$ cat src/rtl/vga_scanout.sv
// vga_scanout -- 640x480@60 VGA timing generator and framebuffer scanout.
//
// Runs from the 50 MHz system clock. A phase bit toggles every clock and
// produces a 25 MHz pixel enable. The horizontal and vertical counters advance
// on that enable. The framebuffer is 320x240 with 3-bit pixels, shown with
// 2x2 pixel doubling. Every VGA output is registered on the pixel enable, so
// the outputs trail the counters by one pixel period (2 clocks).
//
// Optional feature: define VGA_SCANOUT_BORDER_EN to draw a white one-pixel
// frame around the visible area. Left undefined, the RGB outputs carry
// framebuffer data only.
//
// Ports:
//   clock        in   50 MHz system clock
//   reset        in   synchronous, active-high
//   dpm_addr_B   out  framebuffer read address (dual-port memory, port B)
//   dpm_q_B      in   pixel {R,G,B}, valid one clock after the address
//   vga_clk      out  25 MHz pixel clock (the phase bit)
//   vga_hs       out  horizontal sync, active-low
//   vga_vs       out  vertical sync, active-low
//   vga_blank_n  out  high while the registered pixel is visible
//   vga_sync_n   out  composite sync, tied low
//   vga_r/g/b    out  8-bit colour channels
//   frame_start  out  one-clock pulse when the counters wrap to (0,0)
module vga_scanout #(
    parameter int H_ACTIVE = 640,
    parameter int H_FP     = 16,
    parameter int H_SYNC   = 96,
    parameter int H_BP     = 48,
    parameter int V_ACTIVE = 480,
    parameter int V_FP     = 10,
    parameter int V_SYNC   = 2,
    parameter int V_BP     = 33,
    parameter int FB_WIDTH = 320
) (
    input  logic        clock,
    input  logic        reset,
    output logic [16:0] dpm_addr_B,
    input  logic [2:0]  dpm_q_B,
    output logic        vga_clk,
    output logic        vga_hs,
    output logic        vga_vs,
    output logic        vga_blank_n,
    output logic        vga_sync_n,
    output logic [7:0]  vga_r,
    output logic [7:0]  vga_g,
    output logic [7:0]  vga_b,
    output logic        frame_start
);

    localparam int H_TOTAL = H_ACTIVE + H_FP + H_SYNC + H_BP;
    localparam int V_TOTAL = V_ACTIVE + V_FP + V_SYNC + V_BP;
    localparam int H_W     = $clog2(H_TOTAL);
    localparam int V_W     = $clog2(V_TOTAL);

    localparam logic [H_W-1:0] H_LAST    = H_W'(H_TOTAL - 1);
    localparam logic [H_W-1:0] H_VIS_END = H_W'(H_ACTIVE);
    localparam logic [H_W-1:0] HS_BEGIN  = H_W'(H_ACTIVE + H_FP);
    localparam logic [H_W-1:0] HS_END    = H_W'(H_ACTIVE + H_FP + H_SYNC);
    localparam logic [V_W-1:0] V_LAST    = V_W'(V_TOTAL - 1);
    localparam logic [V_W-1:0] V_VIS_END = V_W'(V_ACTIVE);
    localparam logic [V_W-1:0] VS_BEGIN  = V_W'(V_ACTIVE + V_FP);
    localparam logic [V_W-1:0] VS_END    = V_W'(V_ACTIVE + V_FP + V_SYNC);
`ifdef VGA_SCANOUT_BORDER_EN
    localparam logic [H_W-1:0] H_VIS_LAST = H_W'(H_ACTIVE - 1);
    localparam logic [V_W-1:0] V_VIS_LAST = V_W'(V_ACTIVE - 1);
`endif

    // Row stride as a bit pattern: each set bit contributes one shifted row term.
    localparam logic [16:0] FB_W_BITS = 17'(FB_WIDTH);

    // A colour bit drives its whole 8-bit channel to full or zero intensity.
    function automatic logic [7:0] expand_bit(input logic b);
        return {8{b}};
    endfunction

    // Constant-coefficient multiply done as shift-add. With a 320 stride this
    // is (row << 8) + (row << 6) + col, so no multiplier is inferred.
    function automatic logic [16:0] fb_addr(input logic [16:0] row,
                                            input logic [16:0] col);
        logic [16:0] acc;
        acc = col;
        for (int i = 0; i < 17; i++) begin
            if (FB_W_BITS[i]) acc = acc + (row << i);
        end
        return acc;
    endfunction

    logic           phase_p0;
    logic           pix_en;
    logic [H_W-1:0] h_cnt;
    logic [V_W-1:0] v_cnt;
    logic           h_last;
    logic           v_last;
    logic           active;
    logic [16:0]    row_x;
    logic [16:0]    col_x;

    logic           hs_d;
    logic           vs_d;
    logic [7:0]     r_d;
    logic [7:0]     g_d;
    logic [7:0]     b_d;

    logic           hs_p1;
    logic           vs_p1;
    logic           blank_n_p1;
    logic [7:0]     r_p1;
    logic [7:0]     g_p1;
    logic [7:0]     b_p1;
    logic           frame_start_p1;

    assign pix_en = phase_p0;
    assign h_last = (h_cnt == H_LAST);
    assign v_last = (v_cnt == V_LAST);
    assign active = (h_cnt < H_VIS_END) && (v_cnt < V_VIS_END);

    // ---- stage p0: pixel phase and raster counters ----
    always_ff @(posedge clock) begin
        if (reset) begin
            phase_p0 <= 1'b0;
            h_cnt    <= '0;
            v_cnt    <= '0;
        end else begin
            phase_p0 <= ~phase_p0;
            if (pix_en) begin
                if (h_last) begin
                    h_cnt <= '0;
                    v_cnt <= v_last ? '0 : v_cnt + 1'b1;
                end else begin
                    h_cnt <= h_cnt + 1'b1;
                end
            end
        end
    end

    // The address stays stable through both clocks of a pixel period, so the
    // one-clock memory latency lands the pixel on dpm_q_B by the next pix_en.
    always_comb begin
        row_x      = 17'(v_cnt >> 1);
        col_x      = 17'(h_cnt >> 1);
        dpm_addr_B = active ? fb_addr(row_x, col_x) : '0;
    end

    always_comb begin
        hs_d = !((h_cnt >= HS_BEGIN) && (h_cnt < HS_END));
        vs_d = !((v_cnt >= VS_BEGIN) && (v_cnt < VS_END));
        r_d  = 8'h00;
        g_d  = 8'h00;
        b_d  = 8'h00;
        if (active) begin
            r_d = expand_bit(dpm_q_B[2]);
            g_d = expand_bit(dpm_q_B[1]);
            b_d = expand_bit(dpm_q_B[0]);
`ifdef VGA_SCANOUT_BORDER_EN
            if ((h_cnt == '0) || (h_cnt == H_VIS_LAST) ||
                (v_cnt == '0) || (v_cnt == V_VIS_LAST)) begin
                r_d = 8'hFF;
                g_d = 8'hFF;
                b_d = 8'hFF;
            end
`endif
        end
    end

    // ---- stage p1: registered VGA outputs, one pixel behind the counters ----
    always_ff @(posedge clock) begin
        if (reset) begin
            hs_p1          <= 1'b1;
            vs_p1          <= 1'b1;
            blank_n_p1     <= 1'b0;
            r_p1           <= 8'h00;
            g_p1           <= 8'h00;
            b_p1           <= 8'h00;
            frame_start_p1 <= 1'b0;
        end else begin
            frame_start_p1 <= pix_en && h_last && v_last;
            if (pix_en) begin
                hs_p1      <= hs_d;
                vs_p1      <= vs_d;
                blank_n_p1 <= active;
                r_p1       <= r_d;
                g_p1       <= g_d;
                b_p1       <= b_d;
            end
        end
    end

    assign vga_clk     = phase_p0;
    assign vga_hs      = hs_p1;
    assign vga_vs      = vs_p1;
    assign vga_blank_n = blank_n_p1;
    assign vga_sync_n  = 1'b0;
    assign vga_r       = r_p1;
    assign vga_g       = g_p1;
    assign vga_b       = b_p1;
    assign frame_start = frame_start_p1;

endmodule

$ cat config.mk
export PLATFORM = sky130hd
export DESIGN_NAME = vga_scanout
export DESIGN_NICKNAME = d
export VERILOG_FILES = /design/src/rtl/vga_scanout.sv
export SDC_FILE = /design/constraint.sdc
export NUM_CORES = 1
export LEC_CHECK = 0
export ABC_CLOCK_PERIOD_IN_PS = 7700
export CAP_MARGIN = 10
export CORE_MARGIN = 3
export CORE_UTILIZATION = 35
export CTS_CLUSTER_DIAMETER = 150
export CTS_CLUSTER_SIZE = 8
export DETAILED_ROUTE_END_ITERATION = 7
export PLACE_DENSITY = 0.68
export SKIP_CTS_REPAIR_TIMING = 1
export SYNTH_ARGS = -nofsm -noshare
export SYNTH_HDL_FRONTEND = slang
export SYNTH_SLANG_ARGS = --single-unit
$ cat constraint.sdc
create_clock -name clock -period 7.7 [get_ports clock]
set_clock_uncertainty 0.15 [all_clocks]
set_input_delay 0.77 -clock clock [delete_from_list [all_inputs] [get_ports clock]]
set_output_delay 0.77 -clock clock [all_outputs]
set_load 0.005 [all_outputs]
Word-level counts from Yosys, hierarchy flattened
Index checks and enable logic that the tools add are counted.
{"block": "classes", "addsub": 4, "reduce_logical": 8, "magnitude_cmp": 6, "n_bitwise": 1, "muxes": 6, "eq_ne": 2}
{"op": "8-bit two-way mux", "n": 3}
{"op": "10-bit by 1-bit adder with 10-bit output (second input constant)", "n": 2}
{"op": "10-bit == test (second input constant)", "n": 2}
{"op": "10-bit < comparator (second input constant)", "n": 2}
{"op": "10-bit by 9-bit < comparator with 1-bit output (second input constant)", "n": 2}
{"op": "10-bit two-way mux", "n": 2}
{"op": "16-bit by 17-bit adder with 17-bit output", "n": 1}
{"op": "17-bit two-way mux", "n": 1}
{"op": "9-bit by 15-bit adder with 16-bit output", "n": 1}
{"op": "10-bit greater-or-equal comparator (second input constant)", "n": 1}
{"op": "10-bit by 9-bit greater-or-equal comparator with 1-bit output (second input constant)", "n": 1}
{"op": "1-bit logical AND", "n": 5}
{"op": "1-bit logical NOT", "n": 2}
{"op": "2-bit AND reduction", "n": 1}
{"op": "1-bit inverter", "n": 1}
{"block": "word_totals", "word_cells": 37, "register_bits": 49, "in_bits": 5, "out_inout_bits": 47}

Depth between registers and ports, before layout
Gate-level depths: netlist (run 1).
{"block": "depth", "ltp_word": 3, "depth_mapped": 8, "ltp_nobuf": 8}

Worst setup path after synthesis (run 1)
Ideal clock, no wire load.
{"block": "synth_timing", "path_kind": "register to output", "startpoint": "reg h_cnt[9]", "endpoint": "out dpm_addr_B[15]", "n_path_buf": 0, "path_slack_ns": 4.378, "stages_incl_launch_ff": 9, "required_time_ns": 6.780, "arrival_time_ns": 2.402, "cell_sequence": "dfxtp_1 -> inv_1 -> fa_1 -> inv_1 -> fa_1 -> a211oi_1 -> nor2_1 -> a221oi_1 -> mux2i_1"}
{"block": "synth_between", "elab_chain_len": 3, "elab_cells_between_ends": 5, "classes_between": "2 x add/sub; 1 x order compare; 1 x mux; 1 x reduce/logical"}
{"element": "start: declaration", "line_no": "91", "text": "logic [H_W-1:0] h_cnt;"}
{"element": "start signal: assignment", "line_no": "131", "text": "h_cnt <= h_cnt + 1'b1;"}
{"element": "9-bit by 15-bit adder with 16-bit output / 10-bit < comparator (equally long branches)", "line_no": "84, 116"}
{"element": "16-bit by 17-bit adder with 17-bit output / 1-bit logical AND (equally long branches)", "line_no": "84, 116"}
{"element": "17-bit two-way mux *", "line_no": "142", "text": "dpm_addr_B = active ? fb_addr(row_x, col_x) : '0;"}
{"element": "end: declaration", "line_no": "38", "text": "output logic [16:0] dpm_addr_B,"}
Mark *: on every way between the ends. The rest lies on a longest branch, timed or not.

Final worst setup path (run 1)
{"block": "layout_timing", "startpoint": "reg v_cnt[3]", "endpoint": "out dpm_addr_B[15]"}
{"block": "layout_between", "elab_chain_len": 3, "elab_cells_between_ends": 5, "classes_between": "2 x add/sub; 1 x order compare; 1 x mux; 1 x reduce/logical"}
{"element": "start: declaration", "line_no": "92", "text": "logic [V_W-1:0] v_cnt;"}
{"element": "start signal: assignment", "line_no": "129", "text": "v_cnt <= v_last ? '0 : v_cnt + 1'b1;"}
{"element": "9-bit by 15-bit adder with 16-bit output / 10-bit by 9-bit < comparator with 1-bit output (equally long branches)", "line_no": "84, 116"}
{"element": "16-bit by 17-bit adder with 17-bit output / 1-bit logical AND (equally long branches)", "line_no": "84, 116"}
{"element": "17-bit two-way mux *", "line_no": "142"}
Marks and branches as above.

==> results.toml, run 1 <==
[cells_and_area]
reg.largest.list = "h_cnt (10), v_cnt (10)"
nets = 300
finalCoreUtilization_pct = 45.1
antenna_cells = 0
area_delta_synth_final_pct = 21.4
finalInstanceArea_um2 = 2540
final_cells = 343
layout-drive-gt1-share_pct = 4.06

[logic_synthesis]
yosysWarnings = 0
ys_types = 41
synth_seq_area_share_pct = 26.8
synth_area_leaders = "dfxtp_1 (27%), ha_1 (13%), buf_4 (8.2%)"
synth_edf_count = 0
syn-cell-area_um2 = 2090
synth.net_count = 276
synth.ff_latch_count = 28
synthFlopType = "dfxtp_1"
synth_top_area_share_pct = 26.8
syn_avg_cell_area_um2 = 8.45
async_reset_ff_share_pct = 0
syn_inst = 248
synth_area_leader_cell = "dfxtp_1"

[route]
drc_errors = 0
vias_per_cell = 5.10
vias = 1748
drt-initial-drc-count = 75
drtAntennaViolNets = 0
routedWlPerCell_um = 12.4
finalWirelength_um = 4260
dr.pass1.iters = 4

[place]
io_buffers = 50
gp_congestion = 0.827
placed_area_um2 = 2470
dp.cells = 339
dp_hpwl_um = 3200

[setup_path]
cp-endpoint = "dpm_addr_B[15]"
worstSetupPathType = "reg2out"
crit_buf_inv = 3
cp-end-kind = "output pin"
path_cells = "inv_1 -> fa_1 -> inv_1 -> fa_1 -> a211oi_1 -> nor2_1 -> a221oi_1 -> mux2i_1 -> clkdlybuf4s50_1"
slowest_delay_ns = 0.52
required_ns = 6.78
r2r_cells = 4
start_kind = "flip-flop"
cp_max_fo = 8
cp_slowest_cell = "clkdlybuf4s50_1"
crit_family = "adder cells"
crit_cells = 9
cp.arrival_ns = 3.43
critPathLaunch = "v_cnt[3]"
r2r_start = "vga_clk"
worstReg2RegEnd = "v_cnt[8]"
r2r_slack_ns = 5.08

[pwr]
power_leakage_nw = 1.05
totalPowerFinal_uw = 294
irDropWorstVdd_v = 0.0000645
power_per_cell_area_nw_per_um2 = 116

[timing]
finalMaxSlewViolations = 0
post-route-min-period_ns = 4.35
rsz0062_at_grt = "no"
finalSetupViolCount = 0
worstMarginPinSlew_ns = 0.663
relSlewSlack_pct = 55.8
fin_crit_sh_pct = 56.5
timing_hold_violations_final = 0
setup_tns_ns = 0
fmax_mhz = 230

[clock_network]
cts_buffers = 3
insertion_delay_ns = 0.27
clockBufferDepth = 2
root_buffer = "clkbuf_8"
cts_sinks = 28
clk_pin_slew_ns = 0.09
cts_tree = "yes"
cts-htree-levels = 1

[job]
maxCapViolations = 0

[global_route]
grt_max_degree = 25
grt_use_total_pct = 12.1
grt_pass1_wl_um = 7200
first_global_vias = 1488
grt_overflow_total = 0
antenna_found_initial = 0

[floorplanning]
num_rows = 27
die_h_um = 83.4
pin_count = 52
core_um2 = 5640
die-area_um2 = 6950
die_x_um = 83.4
initial_core_util_pct = 37.1

[min_path]
min_path_type = "reg2reg"

[outcome]
status = "complete, no violations"
## cell usage after synthesis, types with 4 or more instances
library cell	count
nand3_1	8
a21oi_1	18
or3_1	5
nor2_1	19
nand2_1	11
o21ai_0	9
mux2i_1	7
nand2b_1	9
or4_1	4
dfxtp_1	28
buf_4	23
buf_2	4
nor3_1	6
ha_1	21
o31ai_1	5
xor2_1	4
inv_1	9
xnor2_1	8
and2_1	10
a21o_1	4
nand4_1	7
## worst min path at each step
| stage | startpoint | end | cells after the start |
|---|---|---|---|
| after global placement | vga_blank_n | vga_blank_n | 2 |
| after CTS | vga_blank_n | vga_blank_n | 2 |
| after global routing | vga_blank_n | vga_blank_n | 2 |
| after floorplan | vga_hs | vga_hs | 2 |
| after detailed placement | vga_blank_n | vga_blank_n | 2 |
| final | vga_blank_n | vga_blank_n | 2 |
## placed cells by master, fill, tap and decap left out, types with 8 or more instances in the layout
master / instances
ha_1: 21
and2_1: 10
inv_1: 9
dfxtp_1: 28
clkdlybuf4s50_1: 50
nand3_1: 8
nand2b_1: 9
o21ai_0: 9
nand2_1: 11
a21oi_1: 18
nor2_1: 19
xnor2_1: 8
## cell type report
class                           instances  area, µm²
Multi-Input combinational cell        179       1280
Clock buffer                            3       41.3
Clock inverter                          1       30.0
Sequential cell                        28        561
Fill cell                             536       3100
Tap cell                               72       90.1
Inverter                                9       33.8
Timing Repair Buffer                   51        508
## per-stage QoR
stage               setup slack (ns)  hold WS (ns)
floorplan                       4.38         0.334
global placement                3.76         0.323
detailed placement              3.71         0.336
CTS                             3.37         0.363
global route                    3.19         0.386
finish                          3.35         0.350
## kinds of logic after synthesis
| logic type | synth area share, % |
|---|---|
| AOI/OAI and AO/OA | 12.1 |
| xor gates and xnor gates | 5.02 |
| adders and majority gates | 14.5 |
| buffers and inverters | 12.4 |
| DFF | 26.8 |
| muxes | 3.35 |
| other | 0.179 |
| and+or+nand+nor | 25.7 |
## routing by layer
metal	track usage [%]	part of all wire [%]	routed length, µm	up-vias
li1	-	-	-	898
met1	16.1	49	2080	810
met2	20.0	46	1950	38
met3	2.68	4.7	201	2
met4	2.67	0.59	25	0
met5	0	0	0	-
## worst reg2reg max path, stage by stage, from the launching register on
cell	delay [ns]
dfxtp_1	0.76
and4_1	0.41
nand4_2	0.44
or4_1	0.65
a21oi_1	0.15
## power by group
part / internal, mW / leakage (nW) / switching, mW
clock network: 0.0696 / 0.0357 / 0.0452
registers: 0.147 / 0.227 / 0.00519
logic: 0.0181 / 0.785 / 0.00864
Note: power is estimated with default switching activity, not from simulation.
==> run 2, diff against run 1 <==
ABC_CLOCK_PERIOD_IN_PS = 4100   (was 7700)
clock period = 4.1 ns   (was 7.7 ns; I/O delays follow)
==> run 2 against run 1 <==
Net effect: routed wire length up 5.4%; register-to-register slack worse by 3.6 ns; clock power up 89%; sequential power up 88%; setup slack worse by 3.2 ns; sequential share of layout area down 0.097 points; hold slack better by 0.0047 ns; highest routed layer unchanged.
==> results.toml, run 2 (synthesized netlist as in run 1, its figures left out) <==
[pwr]
power_per_cell_area_nw_per_um2 = 217
power_leakage_nw = 1.05
irDropWorstVdd_v = 0.000141

[setup_path]
cp.arrival_ns = 3.37
slowest_delay_ns = 0.52
cp_slowest_cell = "clkdlybuf4s50_1"
cp-end-kind = "output pin"
start_kind = "flip-flop"
required_ns = 3.54
crit_buf_inv = 3
path_cells = "inv_1 -> fa_1 -> inv_1 -> fa_1 -> a211oi_2 -> nor2_1 -> a221oi_2 -> mux2i_1 -> clkdlybuf4s50_1"
crit_family = "adder cells"
cp_max_fo = 8
worstSetupPathType = "reg2out"

[timing]
holdWs_ns = 0.354
post-route-min-period_ns = 3.93
fmax_mhz = 255
finalMaxSlewViolations = 0
setup_tns_ns = 0
fin_crit_sh_pct = 95.7
worstMarginPinSlew_ns = 0.669
finalSetupViolCount = 0
timing_hold_violations_final = 0
rsz0062_at_grt = "no"
relSlewSlack_pct = 55.3

[clock_network]
cts-htree-levels = 1
root_buffer = "clkbuf_8"
cts_sinks = 28
cts_tree = "yes"
insertion_delay_ns = 0.28
cts_buffers = 3
clk_pin_slew_ns = 0.10
clockBufferDepth = 2

[min_path]
min_path_type = "reg2reg"

[global_route]
grtUsageMet2_pct = 20.4
grt_max_degree = 25
gr-usage-met1_pct = 17.3
first_global_vias = 1511
antenna_found_initial = 0
grtUsageMet3_pct = 2.38
grt_use_total_pct = 12.9
busiest_layer = "met2"
grt_pass1_wl_um = 7450
grt_overflow_total = 0

[floorplanning]
initial_core_util_pct = 37.1
die_h_um = 83.4
core_um2 = 5640
die-area_um2 = 6950
die_x_um = 83.4
pin_count = 52
num_rows = 27

[outcome]
status = "complete, no violations"

[place]
dp_hpwl_um = 3250
dp.cells = 339
io_buffers = 50
gp_congestion = 0.842

[route]
drtAntennaViolNets = 0
drc_errors = 0
vias = 1781
vias_per_cell = 5.19
dr.pass1.iters = 4
drt-initial-drc-count = 53
finalWirelength_um = 4490
routedWlPerCell_um = 13.1

[cells_and_area]
final_cells = 343
reg.largest.list = "h_cnt (10), v_cnt (10)"
finalCoreUtilization_pct = 45.3
area_delta_synth_final_pct = 21.9
antenna_cells = 0
layout_commonest_cell = "clkdlybuf4s50_1"
fill_cells = 526
layout-drive-gt1-share_pct = 4.80
nets = 300
layout_common_cells = "clkdlybuf4s50_1 (50), dfxtp_1 (28), ha_1 (21)"

[job]
maxCapViolations = 0
[run 2: final timing paths]
| kind | start | to | slack (ns) | cells after the start |
|---|---|---|---|---|
| worst min register to register | vga_blank_n | vga_blank_n | 0.35 | 2 |
| worst min-delay path | vga_blank_n | vga_blank_n | 0.35 | 2 |
| worst max register to register | vga_clk | v_cnt[7] | 1.44 | 4 |
| worst max-delay path | v_cnt[3] | dpm_addr_B[15] | 0.17 | 9 |
[run 2: worst register-to-register path, stage by stage, from the launching register on]
cell and delay [ns]:
dfxtp_1 0.76, and4_1 0.43, nand4_2 0.46, or4_1 0.66, a21oi_1 0.15
[run 2: layout make-up]
| cell class | count | area (µm²) | share of cell area [%] |
|---|---|---|---|
| Multi-Input combinational cell | 179 | 1290 | 50.5 |
| Sequential cell | 28 | 561 | 22.0 |
| Timing Repair Buffer | 51 | 508 | 19.9 |
| Tap cell | 72 | 90.1 | 3.53 |
| Clock buffer | 3 | 41.3 | 1.62 |
| Inverter | 9 | 33.8 | 1.32 |
| Clock inverter | 1 | 30.0 | 1.18 |
[run 2: power breakdown]
group	switching (mW)	total, mW	leakage (nW)	internal, mW
combinational	0.0160	0.0499	0.789	0.0339
clock	0.0866	0.217	0.0357	0.131
sequential	0.00990	0.287	0.227	0.277
total	0.112	0.554	1.05	0.441
[run 2: routing by layer]
layer  wire [µm]  share of wire (%)
met2        2100                 47
met4          99                2.2
met3         257                5.7
met1        2030                 45
met5           0                  0
[run 2: through the flow]
| stage | power [mW] | worst slack, ns | area (µm²) |
|---|---|---|---|
| final | 0.554 | 0.174 | 2550 |
| after detailed placement | 0.344 | 0.459 | 2470 |
| after CTS | 0.565 | 0.111 | 2540 |
| after global placement | 0.343 | 0.515 | 2470 |
| after global routing | 0.581 | 0.0115 | 2550 |
| after floorplan | 0.323 | 1.14 | 2090 |
==> run 3, diff against run 2 <==
CORE_UTILIZATION = 51   (was 35)
CTS_BUF_LIST = sky130_fd_sc_hd__clkbuf_8   (was not set)
PLACE_DENSITY = 0.9   (was 0.68)
==> run 3 against run 2 <==
Net effect: setup slack improved by 0.098 ns; core utilization increased by 20 points; routed wire length down 6.7%; cell count fell by 7.3%; global-route usage is 4.6 points higher; die area fell by 29%; critical path depth unchanged; register-to-register slack gained 0.03 ns; clock power is 33% lower; power is 13% lower.
==> results.toml, run 3 (synthesized netlist as in run 1, its figures left out) <==
[cells_and_area]
layout_commonest_cell = "clkdlybuf4s50_1"
area_delta_synth_final_pct = 18.8
final_cells = 318
layout-drive-gt1-share_pct = 4.07
nets = 300
reg.largest.list = "h_cnt (10), v_cnt (10)"
layout_common_cells = "clkdlybuf4s50_1 (50), dfxtp_1 (28), ha_1 (21)"
antenna_cells = 0
seq_area_um2 = 561
multi_input_area_um2 = 1280
fill_cells = 328

[place]
dp.cells = 315
dp_hpwl_um = 3210
io_buffers = 50
gp_congestion = 0.892

[timing]
fin_crit_sh_pct = 93.4
setup_tns_ns = 0
fmax_mhz = 261
worstMarginPinSlew_ns = 0.617
timing_hold_violations_final = 0
finalMaxSlewViolations = 0
relSlewSlack_pct = 58.8
finalSetupViolCount = 0
rsz0062_at_grt = "no"
post-route-min-period_ns = 3.83
holdWs_ns = 0.357

[floorplanning]
initial_core_util_pct = 55.1
die-area_um2 = 4910
die_h_um = 70.1
core_um2 = 3800
die_x_um = 70.1
num_rows = 22
pin_count = 52

[clock_network]
cts_buffers = 3
cts_sinks = 28
cts-htree-levels = 1
clk_pin_slew_ns = 0.09
cts_tree = "yes"
clockBufferDepth = 2
root_buffer = "clkbuf_8"
insertion_delay_ns = 0.27

[setup_path]
cp.arrival_ns = 3.27
cp-end-kind = "output pin"
cp_max_fo = 8
start_kind = "flip-flop"
required_ns = 3.54
worstSetupPathType = "reg2out"

[pwr]
power_per_cell_area_nw_per_um2 = 194
irDropWorstVdd_v = 0.000194
power_leakage_nw = 1.03

[route]
drc_errors = 0
drtAntennaViolNets = 0
drt-initial-drc-count = 99
finalWirelength_um = 4190
dr.pass1.iters = 4
vias_per_cell = 5.60
routedWlPerCell_um = 13.2
vias = 1780

[global_route]
grt_pass1_wl_um = 7340
grt_use_total_pct = 17.4
first_global_vias = 1632
grt_overflow_total = 0
grt_max_degree = 22
antenna_found_initial = 0

[outcome]
status = "complete, no violations"

[min_path]
min_path_type = "reg2reg"

[job]
maxCapViolations = 0
run 3: changes by cell type in the layout (fill, tap and decap cells not counted), sizes merged:
cell    delta
bufinv     -1
run 3: critical path, cell delays in order (launching register included):
cell	delay, ns
dfxtp_1	0.46
inv_1	0.10
fa_1	0.48
inv_1	0.07
fa_1	0.49
a211oi_2	0.28
nor2_1	0.09
a221oi_1	0.30
mux2i_1	0.22
clkdlybuf4s50_1	0.51
run 3: per-stage QoR:
step	worst slack, ns	util [%]	instance area (µm²)	total power, mW
finish	0.273	65.5	2490	0.481
global route	0.0285	65.5	2490	0.503
CTS	0.191	65.3	2480	0.486
detailed placement	0.497	64.3	2440	0.343
global placement	0.544	64.3	2440	0.342
floorplan	1.14	-	2090	0.323
run 3: metal layers:
metal | global-route usage, % | share of wire, % | routed length [µm] | up-vias
li1 | - | - | - | 902
met1 | 23.3 | 46 | 1940 | 818
met2 | 28.5 | 46 | 1940 | 56
met3 | 4.03 | 6.7 | 282 | 4
met4 | 3.83 | 0.69 | 29 | 0
met5 | 0 | 0 | 0 | -
run 3: layout make-up:
| class | instances | area share [%] |
|---|---|---|
| clock buffer | 3 | 1.66 |
| sequential | 28 | 22.5 |
| inverter | 9 | 1.36 |
| tap | 48 | 2.41 |
| timing repair buffer | 51 | 20.4 |
| multi-input combinational | 179 | 51.6 |
run 3: where the power goes:
part	internal, mW	total (mW)	switching (mW)
clock network	0.0659	0.146	0.0797
registers	0.277	0.286	0.00955
logic	0.0338	0.0496	0.0158
run 3: path summary, 6_finish.rpt:
path            start  depth (start not counted)  slack (ns)              to
min reg2reg    vga_hs                          2        0.36          vga_hs
min            vga_hs                          2        0.36          vga_hs
max reg2reg   vga_clk                          4        1.47        v_cnt[7]
max          v_cnt[3]                          9        0.27  dpm_addr_B[15]
